`config.mk`:
```
export PLATFORM = sky130hd
export DESIGN_NAME = avalon_st_pkt_buffer
export DESIGN_NICKNAME = d
export VERILOG_FILES = /design/src/rtl/avalon_st_pkt_buffer.sv
export SDC_FILE = /design/constraint.sdc
export NUM_CORES = 2
export LEC_CHECK = 0
export ABC_AREA = 1
export CORE_MARGIN = 2
export CORE_UTILIZATION = 34
export CTS_CLUSTER_DIAMETER = 80
export DETAILED_ROUTE_END_ITERATION = 16
export PLACE_DENSITY = 0.52
export SLEW_MARGIN = 20
export SYNTH_ARGS = -nofsm -noshare
export SYNTH_HDL_FRONTEND = slang
export SYNTH_SLANG_ARGS = --single-unit
```
`constraint.sdc`:
```
create_clock -name clk -period 5.75 [get_ports clk]
set_clock_uncertainty 0.2 [all_clocks]
set_input_delay 1.15 -clock clk [delete_from_list [all_inputs] [get_ports clk]]
set_output_delay 1.15 -clock clk [all_outputs]
set_load 0.05 [all_outputs]
```
`src/rtl/avalon_st_pkt_buffer.sv`:
```
// Store-and-forward Avalon-ST packet buffer: a packet becomes visible downstream only once
// its eop beat is stored; malformed or oversize packets are discarded and counted.
module avalon_st_pkt_buffer #(
   parameter int DATA_WIDTH = 32,
   parameter int DEPTH      = 64,
   parameter int CNT_W      = 16,
   localparam int EMPTY_W   = $clog2(DATA_WIDTH),
   localparam int PTR_W     = $clog2(DEPTH)
) (
   input  logic                  clk,
   input  logic                  rst,
   input  logic                  in_vld,
   output logic                  in_rdy,
   input  logic                  in_sop,
   input  logic                  in_eop,
   input  logic [DATA_WIDTH-1:0] in_data,
   input  logic [EMPTY_W-1:0]    in_empty,
   output logic                  out_vld,
   input  logic                  out_rdy,
   output logic                  out_sop,
   output logic                  out_eop,
   output logic [DATA_WIDTH-1:0] out_data,
   output logic [EMPTY_W-1:0]    out_empty,
   output logic [PTR_W:0]        pkt_cnt,
   output logic [CNT_W-1:0]      drop_cnt
);

   localparam int ENT_W = DATA_WIDTH + EMPTY_W + 2;
   localparam logic [PTR_W:0] FULL = (PTR_W+1)'(DEPTH);

   typedef enum logic [1:0] {IDLE, IN_PKT, DISCARD} state_t;
   state_t state, state_nxt;

   logic [ENT_W-1:0]      mem [DEPTH];
   logic [PTR_W-1:0]      wr_ptr, wr_ptr_nxt, rd_ptr, pkt_start, pkt_start_nxt, wr_addr;
   logic [PTR_W:0]        used, cur_len, cur_len_nxt, rewind_len;
   logic                  rst_q, wr_en, commit, drop, acc, rd;
   logic                  head_sop, head_eop;
   logic [EMPTY_W-1:0]    head_empty, wr_empty;
   logic [DATA_WIDTH-1:0] head_data;

   // DISCARD keeps the sink flowing so an oversize packet can be swallowed to its eop.
   assign in_rdy = !rst && !rst_q && (state == DISCARD || used < FULL);
   assign acc    = in_vld && in_rdy;

   assign {head_sop, head_eop, head_empty, head_data} = mem[rd_ptr];
   assign out_vld   = (pkt_cnt != '0);
   assign out_sop   = out_vld && head_sop;
   assign out_eop   = out_vld && head_eop;
   assign out_empty = out_eop ? head_empty : '0;
   assign out_data  = out_vld ? head_data : '0;
   assign rd        = out_vld && out_rdy;

   assign wr_empty = in_eop ? in_empty : '0;

   always_ff @(posedge clk) begin
      if (wr_en) mem[wr_addr] <= {in_sop, in_eop, wr_empty, in_data};
   end

   always_comb begin
      state_nxt     = state;
      wr_en         = 1'b0;
      wr_addr       = wr_ptr;
      wr_ptr_nxt    = wr_ptr;
      pkt_start_nxt = pkt_start;
      cur_len_nxt   = cur_len;
      rewind_len    = '0;
      commit        = 1'b0;
      drop          = 1'b0;
      case (state)
         IDLE, DISCARD: begin
            if (acc && state == DISCARD && in_eop) begin
               state_nxt = IDLE;
            end else if (acc && in_sop) begin
               wr_en         = 1'b1;
               pkt_start_nxt = wr_ptr;
               wr_ptr_nxt    = wr_ptr + PTR_W'(1);
               if (in_eop) begin
                  commit      = 1'b1;
                  cur_len_nxt = '0;
                  state_nxt   = IDLE;
               end else begin
                  cur_len_nxt = (PTR_W+1)'(1);
                  state_nxt   = IN_PKT;
               end
            end else if (acc && state == IDLE) begin
               drop = 1'b1;
            end
         end
         IN_PKT: begin
            // Storage is full of one unfinished packet: nothing can drain, so give it up.
            if (used == FULL && pkt_cnt == '0) begin
               rewind_len  = cur_len;
               wr_ptr_nxt  = pkt_start;
               cur_len_nxt = '0;
               drop        = 1'b1;
               state_nxt   = DISCARD;
            end else if (acc) begin
               wr_en = 1'b1;
               if (in_sop) begin
                  rewind_len = cur_len;
                  drop       = 1'b1;
                  wr_addr    = pkt_start;
                  wr_ptr_nxt = pkt_start + PTR_W'(1);
               end else begin
                  wr_ptr_nxt = wr_ptr + PTR_W'(1);
               end
               if (in_eop) begin
                  commit      = 1'b1;
                  cur_len_nxt = '0;
                  state_nxt   = IDLE;
               end else begin
                  cur_len_nxt = (in_sop ? '0 : cur_len) + (PTR_W+1)'(1);
               end
            end
         end
         default: state_nxt = IDLE;
      endcase
   end

   always_ff @(posedge clk) begin
      rst_q <= rst;
      if (rst) begin
         state     <= IDLE;
         wr_ptr    <= '0;
         rd_ptr    <= '0;
         pkt_start <= '0;
         used      <= '0;
         cur_len   <= '0;
         pkt_cnt   <= '0;
         drop_cnt  <= '0;
      end else begin
         state     <= state_nxt;
         wr_ptr    <= wr_ptr_nxt;
         pkt_start <= pkt_start_nxt;
         cur_len   <= cur_len_nxt;
         used      <= used - rewind_len + (PTR_W+1)'(wr_en) - (PTR_W+1)'(rd);
         pkt_cnt   <= pkt_cnt + (PTR_W+1)'(commit) - (PTR_W+1)'(rd && head_eop);
         if (rd) rd_ptr <= rd_ptr + PTR_W'(1);
         if (drop && drop_cnt != '1) drop_cnt <= drop_cnt + CNT_W'(1);
      end
   end

endmodule

```
==> impl_metrics.toml <==
[cells_and_area]
regArea_sq_um = 76300
multi_input_area_sq_um = 25200
layout-drive-gt1-share_pct = 9.32
area_growth_pct = 15.5
fillers = 28600
stdcell_area_sq_um = 120000
nNetsFinal = 8969

[synthesis]
yosysMostFrequentCell = "nand2_1"
async_reset_ff_share_pct = 0
ys_warn_count = 0
synth_simple_gate_area_share_pct = 21.9
synth_edf_count = 2496
synth-seq-area-share_pct = 73.5
synth_cell_types = 42
synth_compound_area_share_pct = 1.25
synth_top_family_by_area = "simple AND/OR/NAND/NOR gates"
synthesis.area_sq_um = 104000
synthTopCellsByArea = "edfxtp_1 72%, nand3_1 11%, nand2_1 10%"
synth_area_leader_cell = "edfxtp_1"
netlist.area_leader.share_pct = 72.2
synth_fa_ha_area_share_pct = 0.403
synth_mux_area_share_pct = 0.00965
ys.flop_type = "edfxtp_1"
synth_nets = 8865
avgSynthCellArea_sq_um = 11.8
synth_cells = 8791
synth_common_cells = "2804 x nand2_1, 2496 x edfxtp_1, 2200 x nand3_1, 243 x buf_2, 222 x clkbuf_1"
ys_seq_elements = 2560
synth_xor_area_share_pct = 0.219

[sta]
hold_viol_final = 0
setup_tns_ps = 0
finalMaxSlewViolations = 0
finalCritPeriodShare_pct = 98.6
slew_headroom_pct = 27.2
setup_viol = 0
period_minus_slack_ps = 5670
rsz0062_at_grt = "no"
fin_ws_ps = 80.7
fmaxAchievable_ghz = 0.176
tightest_slew_ps = 1090

[placed_design]
gp_congestion = 0.793
pre_cts_slack_ps = 888
place_area_sq_um = 111000
dpl.hpwl_microns = 176000
numPortBuffers = 106

[routing]
wl_per_cell_microns = 25.3
avgViaCountPerCell = 5.33
drtAntennaViolNets = 0
wirelength_microns = 330000
drc = 0
drtIter0Drc = 8545
vias = 69700
drtPass1Iterations = 6

[status]
status = "finished clean"

[critical_path]
worstPathRequired_ps = 4400
end_kind = "primary output"
path_class = "flip-flop to primary output"
startpoint_type = "flip-flop"
cp.arrival_ps = 4320
crit_fanout = 103

[power_and_ir_drop]
switchingPower_uw = 14800
vdd_drop_max_mv = 0.331
p_int_uw = 33600
power_uw = 48300
p_seq_share_pct = 42.8
power_frac_clock_pct = 35.7
switching_share_pct = 30.6
pwr-share-comb_pct = 21.5
leakagePower_uw = 0.0417
power.density_nw_per_um2 = 403

[clock_network]
path_clk_slew_ps = 60
cts_tree = "yes"
h-tree-depth = 5
clockRootBuffer = "clkbuf_16"
cts.sinks = 2560
clk_latency_ps = 830
cts_buffers = 284
max-clock-path-buffers = 4
post-cts-setup-buffers = 0

[grt]
grt_max_degree = 173
antenna_found_initial = 18
overflow = 0
grt_pass1_vias = 66200
grt_first_pass_wirelength_microns = 473000
grtUsageTotal_pct = 20.9

[floorplan]
row_count = 202
dieArea_sq_um = 310000
core_area_sq_um = 303000
start_util_pct = 34.2
die_x_microns = 556
ioPinCount = 107
fp.dieH_microns = 556

[min_path]
hold_path_class = "flip-flop to flip-flop"

[run]
maxCapViolations = 0
==> state kept, by name, summed over array words and instances (netlist names), named ones only <==
name       flops
used           7
pkt_start      6
rd_ptr         6
cur_len        7
rst_q          1
state          2
drop_cnt      16
pkt_cnt        7
wr_ptr         6
mem         2496
==> cell usage in the layout (no fill, tap or decap), types with 4 or more instances in the layout <==
cell | synthesis | routed
clkinv_2 | 0 | 47
inv_1 | 86 | 83
nand2_1 | 2804 | 2804
nand3_2 | 12 | 12
clkinvlp_4 | 0 | 5
o21ai_2 | 4 | 4
a211oi_1 | 14 | 14
a31oi_1 | 17 | 17
clkdlybuf4s50_1 | 0 | 33
xor2_1 | 16 | 16
xnor2_1 | 10 | 10
buf_4 | 2 | 193
o22ai_1 | 15 | 15
buf_2 | 243 | 29
fa_1 | 4 | 4
inv_8 | 0 | 6
a21oi_1 | 109 | 109
nand4_1 | 9 | 9
clkinv_8 | 0 | 5
nor2_1 | 214 | 148
inv_2 | 13 | 11
clkinv_1 | 3 | 59
clkbuf_1 | 222 | 57
ha_1 | 27 | 27
nand2_2 | 7 | 7
o21ai_0 | 58 | 58
dfxtp_1 | 64 | 58
nor2_2 | 6 | 8
dfxtp_4 | 0 | 5
diode_2 | 0 | 4
inv_6 | 0 | 9
o21ai_1 | 14 | 14
nor2_4 | 4 | 68
nor3_1 | 9 | 9
clkbuf_16 | 0 | 293
nand3_1 | 2200 | 2200
buf_12 | 0 | 124
bufinv_16 | 0 | 13
edfxtp_1 | 2496 | 2496
==> power groups by stage <==
stage / Clock (uW) / Sequential (uW) / Combinational [uW]
after floorplan: 0 / 21100 / 6300
after global placement: 0 / 21100 / 10300
after detailed placement: 0 / 21100 / 10400
after CTS: 17500 / 20700 / 10400
after global routing: 18200 / 20700 / 11300
final: 17200 / 20700 / 10400
==> cell families after synthesis <==
logic type,count (synthesis)
AO/OA/AOI/OAI,235
XOR/XNOR,26
adder cells (fa/ha/maj),31
buffers and inverters,664
flip-flops,2560
multiplexers,1
AND/OR/NAND/NOR,5274
==> critical path, stage by stage, from the launching register on <==
cell and delay, ps:
dfxtp_4 600, clkinv_8 510, buf_12 450, buf_4 360, nand2_1 110, nand3_1 70
nand3_1 150, nand3_1 140, nand3_1 140, nand2_1 60, nor2_1 280, nor2_1 160
buf_12 190
==> final cells by class <==
class	count	area share, %
clock inverters	138	0.884
well taps	3978	4.15
repair buffers	380	3.68
clock buffers	350	6.29
multi-input cells	5567	21.0
inverters	102	0.351
diodes	4	0.00835
flip-flops and latches	2560	63.6
==> timing repair <==
action / CTS / global route
hold buffers: 0 / 0
endpoints found under the setup margin: 0 / 20
gates resized for setup: 0 / 4
==> path summary, 6_finish.rpt <==
path | start | endpoint | slack [ps] | depth (start not counted)
hold / removal | cur_len[2] | cur_len[2] | 270 | 2
setup reg to reg | flip-flop | pkt_cnt[6] | 1030 | 21
hold reg to reg | cur_len[2] | cur_len[2] | 270 | 2
setup / recovery | flip-flop | out_data[3] | 80 | 12
==> per-stage QoR <==
step,hold WS (ps),utilization (%),instances
after floorplan,243,-,8791
after global placement,254,36.7,12600
after detailed placement,260,36.7,12600
after CTS,269,39.5,13100
after global routing,293,39.5,13100
final,268,39.5,13100
==> per-layer routing <==
| metal | up-vias | track usage (%) | wire [microns] |
|---|---|---|---|
| li1 | 31400 | - | - |
| met1 | 34900 | 29.1 | 141000 |
| met2 | 2910 | 32.8 | 152000 |
| met3 | 517 | 4.18 | 27800 |
| met4 | 4 | 6.14 | 9710 |
| met5 | - | 0 | 23 |
No activity file was read; power rests on OpenSTA's default activity.
